===== src/rtl/snowflake_ssd_mux.sv =====
// Multiplexed 7-segment display driver with a small register interface.
// Covers digit scan, 16-step PWM brightness, frame-based blink and registered outputs.
module snowflake_ssd_mux #(
  parameter int NDIGITS        = 2,
  parameter int REFRESH_DIV    = 12000,
  parameter bit SEG_ACTIVE_LOW = 1'b0,
  parameter bit SEL_ACTIVE_LOW = 1'b0
) (
  input  logic               clk,
  input  logic               rstz,
  input  logic               sys_en,
  input  logic               sys_wr_en,
  input  logic [31:0]        sys_addr,
  input  logic [31:0]        sys_wr_data,
  output logic [31:0]        sys_rd_data,
  output logic [6:0]         seg,
  output logic [NDIGITS-1:0] sel
);

  localparam int            PW         = (REFRESH_DIV > 2) ? $clog2(REFRESH_DIV) : 1;
  localparam logic [PW-1:0] PRESC_LAST = PW'(REFRESH_DIV - 1);
  localparam logic [2:0]    IDX_LAST   = 3'(NDIGITS - 1);

  logic [5:0] word;
  logic       wr_stb, rd_stb, ctrl_wr, blink_wr;

  assign word     = sys_addr[7:2];
  assign wr_stb   = sys_en & sys_wr_en;
  assign rd_stb   = sys_en & ~sys_wr_en;
  assign ctrl_wr  = wr_stb && (word == 6'h00);
  assign blink_wr = wr_stb && (word == 6'h01);

  logic unused_bits;
  assign unused_bits = ^{sys_addr[31:8], sys_addr[1:0], sys_wr_data[31:16]};

  logic          en_q, blink_en_q, blink_phase_q;
  logic [3:0]    bright_q, phase_q;
  logic [15:0]   blink_period_q, frame_q;
  logic [6:0]    digit_q [NDIGITS];
  logic [PW-1:0] presc_q;
  logic [2:0]    idx_q;
  logic [6:0]    seg_q;
  logic [NDIGITS-1:0] sel_q;
  logic [31:0]   rd_data_q;

  logic          en_d, blink_phase_d, frame_done, out_active;
  logic [3:0]    phase_d;
  logic [15:0]   frame_d;
  logic [PW-1:0] presc_d;
  logic [2:0]    idx_d;
  logic [6:0]    seg_pat, seg_d;
  logic [NDIGITS-1:0] sel_d;
  logic [31:0]   rd_mux, rd_data_d;

  // Disabling takes effect in the same edge as the CTRL write, so counters
  // and outputs are already idle in the cycle right after it.
  assign en_d       = ctrl_wr ? sys_wr_data[0] : en_q;
  assign frame_done = (presc_q == PRESC_LAST) && (idx_q == IDX_LAST);
  assign out_active = en_q & en_d;

  // NOTE: every variable gets a default before any branch so no latch is inferred.
  always_comb begin
    presc_d       = presc_q;
    idx_d         = idx_q;
    phase_d       = phase_q;
    frame_d       = frame_q;
    blink_phase_d = blink_phase_q;
    if (!en_d) begin
      presc_d       = '0;
      idx_d         = '0;
      phase_d       = '0;
      frame_d       = '0;
      blink_phase_d = 1'b0;
    end else if (en_q) begin
      phase_d = phase_q + 4'd1;
      if (presc_q == PRESC_LAST) begin
        presc_d = '0;
        idx_d   = (idx_q == IDX_LAST) ? 3'd0 : idx_q + 3'd1;
      end else begin
        presc_d = presc_q + PW'(1);
      end
      if (blink_period_q == 16'd0) begin
        frame_d       = '0;
        blink_phase_d = 1'b0;
      end else if (frame_done) begin
        if (frame_q + 16'd1 == blink_period_q) begin
          frame_d       = '0;
          blink_phase_d = ~blink_phase_q;
        end else begin
          frame_d = frame_q + 16'd1;
        end
      end
    end
    if (blink_wr) frame_d = '0;
  end

  always_comb begin
    seg_pat = '0;
    for (int i = 0; i < NDIGITS; i++)
      if (idx_q == 3'(i)) seg_pat = digit_q[i];
  end

  assign seg_d = (out_active && (phase_q <= bright_q) && !(blink_en_q && blink_phase_q))
                 ? seg_pat : 7'h00;
  assign sel_d = out_active ? (NDIGITS'(1) << idx_q) : '0;

  always_comb begin
    rd_mux = '0;
    case (word)
      6'h00:   rd_mux = {20'h0, bright_q, 6'h0, blink_en_q, en_q};
      6'h01:   rd_mux = {16'h0, blink_period_q};
      6'h02:   rd_mux = {23'h0, blink_phase_q, 5'h0, idx_q};
      default: rd_mux = '0;
    endcase
    for (int i = 0; i < NDIGITS; i++)
      if (word == 6'(4 + i)) rd_mux = {25'h0, digit_q[i]};
  end

  assign rd_data_d = rd_stb ? rd_mux : rd_data_q;

  // NOTE: sequential state uses non-blocking assignments only; the digit
  // registers are few, so they are reset along with everything else.
  always_ff @(posedge clk or negedge rstz) begin
    if (!rstz) begin
      en_q           <= 1'b0;
      blink_en_q     <= 1'b0;
      bright_q       <= '0;
      blink_period_q <= '0;
      for (int i = 0; i < NDIGITS; i++) digit_q[i] <= '0;
      presc_q        <= '0;
      idx_q          <= '0;
      phase_q        <= '0;
      frame_q        <= '0;
      blink_phase_q  <= 1'b0;
      seg_q          <= '0;
      sel_q          <= '0;
      rd_data_q      <= '0;
    end else begin
      en_q          <= en_d;
      presc_q       <= presc_d;
      idx_q         <= idx_d;
      phase_q       <= phase_d;
      frame_q       <= frame_d;
      blink_phase_q <= blink_phase_d;
      seg_q         <= seg_d;
      sel_q         <= sel_d;
      rd_data_q     <= rd_data_d;
      if (ctrl_wr) begin
        blink_en_q <= sys_wr_data[1];
        bright_q   <= sys_wr_data[11:8];
      end
      if (blink_wr) blink_period_q <= sys_wr_data[15:0];
      for (int i = 0; i < NDIGITS; i++)
        if (wr_stb && (word == 6'(4 + i))) digit_q[i] <= sys_wr_data[6:0];
    end
  end

  // Registers hold active-high values, so reset lands on the inactive level
  // after the polarity inversion for either build.
  assign seg         = SEG_ACTIVE_LOW ? ~seg_q : seg_q;
  assign sel         = SEL_ACTIVE_LOW ? ~sel_q : sel_q;
  assign sys_rd_data = rd_data_q;

endmodule

===== config.mk =====
export PLATFORM = sky130hd
export DESIGN_NAME = snowflake_ssd_mux
export DESIGN_NICKNAME = d
export VERILOG_FILES = /design/src/rtl/snowflake_ssd_mux.sv
export SDC_FILE = /design/constraint.sdc
export NUM_CORES = 1
export LEC_CHECK = 0
export CORE_ASPECT_RATIO = 0.75
export CORE_MARGIN = 2
export CORE_UTILIZATION = 45
export DETAILED_ROUTE_END_ITERATION = 8
export PLACE_DENSITY = 0.68
export SYNTH_ARGS = -nofsm -noshare
export SYNTH_HDL_FRONTEND = slang
export SYNTH_SLANG_ARGS = --single-unit

===== constraint.sdc =====
create_clock -name clk -period 3.4 [get_ports clk]
set_input_delay 0.68 -clock clk [delete_from_list [all_inputs] [get_ports clk]]
set_output_delay 0.68 -clock clk [all_outputs]
set_load 0.01 [all_outputs]

==> out/metrics.csv, run 1 <==
metric,value,unit
finalHoldViolCount,0,
cellLeakagePower,2.90,nW
max_cap_viol_count,0,
met1_length,6500,µm
drtIter0Drc,323,
finalCriticalPeriod,3.02,ns
synth_edf_count,0,
path_class,reg2reg,
finalMaxSlewViolations,0,
drive_gt1_share,11.1,%
ys.flop_type,dfrtp_1,
initial_core_util,45.7,%
cts_tree,built,
dpl.cell_count,805,
start_kind,flip-flop,
grt_pass1_wl,22500,µm
cts-root-buf,clkbuf_16,
status,completed,
route.met2.wl,6080,µm
worst_pin_slew,1.07,ns
finalWirelength,13500,µm
tns,0,ns
postCtsHoldBufs,0,
diodes,0,
cp-end-kind,flip-flop,
dr_wl_met3,664,µm
ys_types,62,
post-place-ws,0.229,ns
p_int,2.08,mW
yosysTopAreaCellShare,44.6,%
ios,109,
slew_headroom,28.8,%
final_cells,821,
synth-xor-area-share,3.94,%
yosys.area.top_type,dfrtp_1,
worstPathRequired,3.63,ns
power.switching,0.665,mW
path_max_fanout,8,
synth_top_family_by_area,simple AND/OR/NAND/NOR gates,
num_rows,35,
hpwl,9660,µm
post_cts_resized,0,
yosysWarnings,0,
power,2.75,mW
synth-compound-area-share,11.5,%
syn_avg_cell_area,9.19,µm²
fp.dieH,100,µm
die_x,132,µm
track_usage,21.4,%
pwr-share-seq,45.9,%
whs,0.479,ns
rsz0062_at_grt,no,
yosys.area_share.simple,25.8,%
cts_buffers,9,
grt_overflow,0,
hp-class,reg2reg,
yosysSeqAreaShare,44.6,%
netlist_top_cells_area,"dfrtp_1, nand2_1, mux2_2, o21ai_0, nand3_1",
dieArea,0.0133,mm²
post_drt_wl_per_cell,16.5,µm
switching_share,24.2,%
ys_seq_elements,99,
syn-instance-count,605,
yosys.area_share.adder,1.58,%
clock-sinks,99,
area_growth,17.4,%
grt_max_degree,82,
drt-pass1-iter-count,5,
period_share,88.9,%
vias,4546,
setup_ws,0.376,ns
antenna_found_initial,0,
final_cell_mix,"nand2_1, dfrtp_1, clkdlybuf4s50_1, nor2_1, o21ai_0",
async_flop_share,100,%
core_area,0.0122,mm²
worstPathArrival,3.26,ns
gp_congestion,0.897,
clock_latency,0.35,ns
cts_htree_levels,3,
synthesis.area,0.00556,mm²
power.density,421,mW/mm²
io_buffers,50,
ir_drop,0.000246,V
cts_setup_buffers,0,
synth.area.mux_share,6.89,%
final_common_cell,nand2_1,
pwr-share-clk,43.8,%
dr.max_layer_used,met4,
fmax,0.331,GHz
clk_pin_slew_worst_paths,0.07,ns
clockBufferDepth,2,
drc_errors,0,
postRouteAntennaNets,0,
fin_nets,725,
p_comb_share,10.2,%
via_per_inst,5.54,
setup-violations-final,0,
fin_skew,0.00723,ns
grt_pass1_vias,4436,
## stage by stage
step,util (%),instance area (µm²)
after global routing,53.6,6530
after CTS,53.6,6530
after global placement,50.7,6180
final,53.6,6530
after floorplan,-,5620
after detailed placement,50.7,6180
## worst paths after layout
path,slack (ns),cells past startpoint,from,end
min in group asynchronous,0.50,1,rstz,digit_q[5]
max in group asynchronous,2.04,2,rstz,sys_rd_data[9]
setup reg to reg,0.38,8,frame_q[0],blink_phase_q
hold / removal,0.48,2,sys_rd_data[11],sys_rd_data[11]
hold reg to reg,0.48,2,sys_rd_data[11],sys_rd_data[11]
setup / recovery,0.38,8,frame_q[0],blink_phase_q
## state kept, by name, summed over array words and instances, names as in the netlist, 4 cells and up
signal and cells:
blink_period_q 16, bright_q 4, sys_rd_data 16, frame_q 16, presc_q 14, digit_q 14
seg 7, phase_q 4
## layout make-up
cell class / instances / area, µm²
inverter: 10 / 37.5
tap: 166 / 208
fill: 1146 / 5650
sequential: 99 / 2480
multi-input combinational: 462 / 2820
timing repair buffer: 68 / 633
clock buffer: 10 / 239
clock inverter: 6 / 113
## logic make-up after synthesis
group	after synthesis
AOI/OAI and AO/OA	97
xor gates and xnor gates	25
adders and majority gates	7
buffers and inverters	59
DFF	99
muxes	35
other	1
and+or+nand+nor	282
## critical path: stages, from the launching register on
cell and delay [ns]:
dfrtp_1 0.47, ha_1 0.36, and3_1 0.46, nand4_4 0.19, a21o_1 0.19, a311oi_1 0.44, nand4_1 0.20, o211a_1 0.25
or3_1 0.33
## power by group through the flow
stage	Clock (mW)	Sequential [mW]	Combinational, mW
after floorplan	0	1.27	0.178
after global placement	0	1.28	0.273
after detailed placement	0	1.28	0.281
after CTS	1.22	1.26	0.283
after global routing	1.27	1.27	0.313
final	1.20	1.26	0.281
## cells in the mapped netlist, types with 8 or more instances
cell / n
xnor2_1: 15
nor4_1: 8
clkbuf_1: 19
nand4_1: 12
nand2_1: 126
inv_1: 10
nand3_1: 32
buf_4: 19
dfrtp_1: 99
mux2_2: 26
and2_1: 8
nor2_1: 36
or3_1: 8
buf_2: 9
o21ai_0: 35
nand2b_1: 8
xor2_1: 10
mux2i_1: 9
a21oi_1: 12
## layer usage
metal | GRT usage (%) | up-vias
met5 | 0 | -
met4 | 7.36 | 0
met3 | 4.34 | 24
met2 | 32.5 | 132
met1 | 30.7 | 2214
li1 | - | 2176
Power figures use the tool's default switching activity.
==> run 2: changes to the inputs <==
Settings changed: MAX_ROUTING_LAYER set to met4.
==> run 2 against run 1 <==
Clock skew rose by 0.00063 ns. Critical path depth is the same. Cell area is the same. Global-route usage increased by 0.66 points. Fmax fell by 1.2%. Clock-buffer cell count did not move. Sequential power hardly changed. Setup slack lost 0.035 ns. Critical path type unchanged. Largest power group unchanged. Highest routed layer unchanged.
==> out/metrics.csv, run 2 (synthesis gave the netlist of run 1 again) <==
metric,value,unit
cts_setup_buffers,0,
grt_pass1_wl,22600,µm
die_x,132,µm
clock_latency,0.35,ns
setup-violations-final,0,
via_per_inst,5.54,
finalWirelength,13600,µm
tns,0,ns
clock-sinks,99,
dieArea,0.0133,mm²
power,2.75,mW
final_cell_mix,"nand2_1, dfrtp_1, clkdlybuf4s50_1, nor2_1, o21ai_0",
grt_overflow,0,
worstPathArrival,3.29,ns
fill_cells,1146,
cts_tree,built,
worst_pin_slew,1.06,ns
post_drt_wl_per_cell,16.5,µm
initial_core_util,45.7,%
num_rows,35,
ios,109,
area_growth,17.4,%
drt-pass1-iter-count,5,
drc_errors,0,
drtIter0Drc,265,
final_common_cell,nand2_1,
grt_max_degree,82,
cts_htree_levels,3,
period_share,90.0,%
start_kind,flip-flop,
setup_ws,0.341,ns
core_area,0.0122,mm²
finalMaxSlewViolations,0,
fin_nets,725,
fp.dieH,100,µm
power.density,421,mW/mm²
max_cap_viol_count,0,
track_usage,22.0,%
slew_headroom,29.3,%
drive_gt1_share,11.1,%
cellLeakagePower,2.90,nW
post-place-ws,0.229,ns
gp_congestion,0.913,
path_max_fanout,8,
postRouteAntennaNets,0,
grt_pass1_vias,4431,
fmax,0.327,GHz
cts-root-buf,clkbuf_16,
cts_buffers,9,
status,completed,
postCtsHoldBufs,0,
antenna_found_initial,0,
hp-class,reg2reg,
post_cts_resized,0,
clockBufferDepth,2,
vias,4551,
io_buffers,50,
worstPathRequired,3.63,ns
hpwl,9660,µm
fin_skew,0.00785,ns
finalHoldViolCount,0,
cp-end-kind,flip-flop,
ir_drop,0.000248,V
clk_pin_slew_worst_paths,0.07,ns
diodes,0,
rsz0062_at_grt,no,
finalCriticalPeriod,3.06,ns
path_class,reg2reg,
-- run 2: cell counts in the layout (fill, tap and decap cells not counted) --
No cell type changed its count.
-- run 2: cell type report --
| cell class | instances | area (µm²) | share of cell area [%] |
|---|---|---|---|
| Clock buffer | 10 | 239 | 3.66 |
| Multi-Input combinational cell | 462 | 2820 | 43.2 |
| Inverter | 10 | 37.5 | 0.575 |
| Timing Repair Buffer | 68 | 633 | 9.70 |
| Sequential cell | 99 | 2480 | 38.0 |
| Tap cell | 166 | 208 | 3.18 |
| Clock inverter | 6 | 113 | 1.73 |
-- run 2: metrics by stage --
step                      hold WS, ns  utilization [%]  area [µm²]  cells
after floorplan                 0.384                -        5620    620
after global placement          0.462             50.7        6180    805
after detailed placement        0.471             50.7        6180    805
after CTS                       0.486             53.6        6530    821
after global routing            0.512             53.6        6530    821
final                           0.479             53.6        6530    821
-- run 2: path summary, 6_finish.rpt --
kind	endpoint	depth (start not counted)	startpoint	slack (ns)
setup / recovery	blink_phase_q	8	frame_q[0]	0.34
hold / removal	sys_rd_data[11]	2	sys_rd_data[11]	0.48
setup reg to reg	blink_phase_q	8	frame_q[0]	0.34
hold reg to reg	sys_rd_data[11]	2	sys_rd_data[11]	0.48
max in group asynchronous	sys_rd_data[9]	2	rstz	2.05
min in group asynchronous	digit_q[5]	1	rstz	0.50
-- run 2: power breakdown --
group / total (mW) / internal (mW) / switching [mW]
Sequential: 1.26 / 1.22 / 0.0440
Clock: 1.20 / 0.741 / 0.463
Combinational: 0.282 / 0.123 / 0.159
Total: 2.75 / 2.08 / 0.666
-- run 2: metal layers --
layer / global-route usage, % / routed length, µm / vias up
met3: 4.24 / 603 / 28
met5: - / 0 / -
li1: - / - / 2174
met4: 7.36 / 306 / 0
met2: 32.5 / 6040 / 133
met1: 30.7 / 6610 / 2216
-- run 2: worst max-delay path, stage by stage (launching register included) --
cell      delay [ns]
dfrtp_1         0.47
ha_1            0.37
and3_1          0.47
nand4_4         0.19
a21o_1          0.19
a311oi_1        0.45
nand4_1         0.20
o211a_1         0.25
or3_1           0.33
==> run 3: changes to the inputs <==
Settings changed: CORE_UTILIZATION 45 to 37, PLACE_DENSITY 0.68 to not set.
==> run 3 against run 2 <==
Non-clock buffer count up 6. Sequential share of layout area down 0.27 points. Clock-buffer cell count up 3. First-iteration DRC count down 11%. Clock power down 8%. Via count about the same. Cell count up 4.8%. Cell area up 0.71%.
==> out/metrics.csv, run 3 (synthesis gave the netlist of run 1 again) <==
metric,value,unit
status,completed,
cts-root-buf,clkbuf_16,
p_comb_share,10.7,%
clock_latency,0.36,ns
ios,109,
cts_setup_buffers,0,
post-place-ws,0.340,ns
path_delay_family,simple AND/OR/NAND/NOR gates,
clk_pin_slew_worst_paths,0.06,ns
num_rows,38,
switching_share,24.1,%
worst_pin_slew,0.964,ns
cts_buffers,9,
drive_gt1_share,11.4,%
track_usage,19.3,%
setup-violations-final,0,
rr_worst_depth,8,
grt_pass1_vias,4500,
vias,4552,
final_common_cell,nand2_1,
path_class,reg2reg,
power.density,402,mW/mm²
reg2reg_to,blink_phase_q,
worstPathRequired,3.63,ns
tns,0,ns
path_cells,ha_1 -> and3_1 -> nand3_1 -> a2111o_1 -> a211oi_2 -> nand4_1 -> o211a_1 -> or3_1,
cts_tree,built,
hpwl,10100,µm
cellLeakagePower,2.91,nW
drc_errors,0,
worstPathArrival,3.14,ns
fin_nets,731,
max_cap_viol_count,0,
path_max_fanout,8,
drtIter0Drc,235,
postCtsHoldBufs,0,
grt_pass1_wl,23500,µm
rsz0062_at_grt,no,
period_share,85.4,%
pwr-share-clk,41.6,%
via_per_inst,5.29,
ir_drop,0.000256,V
cp_slowest_stage_delay,0.48,ns
grt_overflow,0,
drt-pass1-iter-count,4,
regToRegSetupSlack,0.50,ns
finalMaxSlewViolations,0,
finalWirelength,14000,µm
grt_max_degree,77,
path_buf_inv,0,
power.switching,0.638,mW
gp_congestion,0.889,
final_util,45.0,%
cts_htree_levels,3,
r2r_start,frame_q[0],
fmax,0.344,GHz
initial_core_util,38.1,%
slew_headroom,35.8,%
cp-end-kind,flip-flop,
start_kind,flip-flop,
postRouteAntennaNets,0,
finalHoldViolCount,0,
core_area,0.0146,mm²
hp-class,in2async,
clock-sinks,99,
dieArea,0.0160,mm²
post_cts_resized,0,
io_buffers,50,
final_cell_mix,"nand2_1, dfrtp_1, clkdlybuf4s50_1, nor2_1, o21ai_0",
die_x,146,µm
clockBufferDepth,2,
antenna_found_initial,0,
p_int,2.00,mW
pwr-share-seq,47.7,%
fin_skew,0.00695,ns
fp.dieH,110,µm
crit_path_top_delay_cell,dfrtp_1,
area_growth,18.2,%
finalCriticalPeriod,2.90,ns
setup_ws,0.496,ns
power,2.64,mW
diodes,0,
post_drt_wl_per_cell,16.2,µm
-- run 3: cell types whose count changed in the layout (fill, tap and decap cells not counted) --
cell,delta
buf_4,+6
bufinv_16,-1
clkbuf_1,+3
clkinv_2,-1
clkinv_4,-2
-- run 3: routing by layer --
layer  track usage (%)  wire (µm)  vias to the layer above
met4              5.39        191                        0
met5                 -          0                        -
met2              29.0       6040                      113
met1              26.2       7030                     2245
met3              4.86        693                       13
li1                  -          -                     2181
-- run 3: how the worst max path moves through the flow --
stage / cells past startpoint / endpoint / from / slack, ns
floorplan: 10 / blink_phase_q / frame_q[0] / 0.79
global placement: 6 / digit_q[12] / sys_addr[5] / 0.36
detailed placement: 9 / frame_q[4] / sys_addr[5] / 0.34
CTS: 8 / blink_phase_q / frame_q[0] / 0.53
global route: 9 / blink_phase_q / frame_q[0] / 0.27
finish: 8 / blink_phase_q / frame_q[0] / 0.50
-- run 3: final cells by class --
type | instances | area [µm²]
repair buffers | 74 | 678
fillers | 1396 | 8020
clock buffers | 13 | 250
well taps | 200 | 250
multi-input cells | 462 | 2820
flip-flops and latches | 99 | 2480
inverters | 10 | 37.5
clock inverters | 2 | 60.1
-- run 3: power by group through the flow --
stage	sequential (mW)	clock (mW)	combinational [mW]
2_1_floorplan	1.27	0	0.178
3_3_place_gp	1.28	0	0.278
3_5_place_dp	1.28	0	0.283
4_1_cts	1.26	1.12	0.285
5_1_grt	1.27	1.18	0.316
6_report	1.26	1.10	0.282
-- run 3: worst reg2reg max path, stage by stage (launching register included) --
cell and delay, ns:
dfrtp_1 0.48, ha_1 0.23, and3_1 0.42, nand3_1 0.18
a2111o_1 0.46, a211oi_2 0.23, nand4_1 0.19, o211a_1 0.25
or3_1 0.34
-- run 3: per-stage QoR --
stage | cell area [µm²] | hold slack [ns] | std cells
floorplan | 5620 | 0.384 | 620
global placement | 6260 | 0.466 | 845
detailed placement | 6260 | 0.474 | 845
CTS | 6570 | 0.489 | 860
global route | 6570 | 0.507 | 860
finish | 6570 | 0.479 | 860
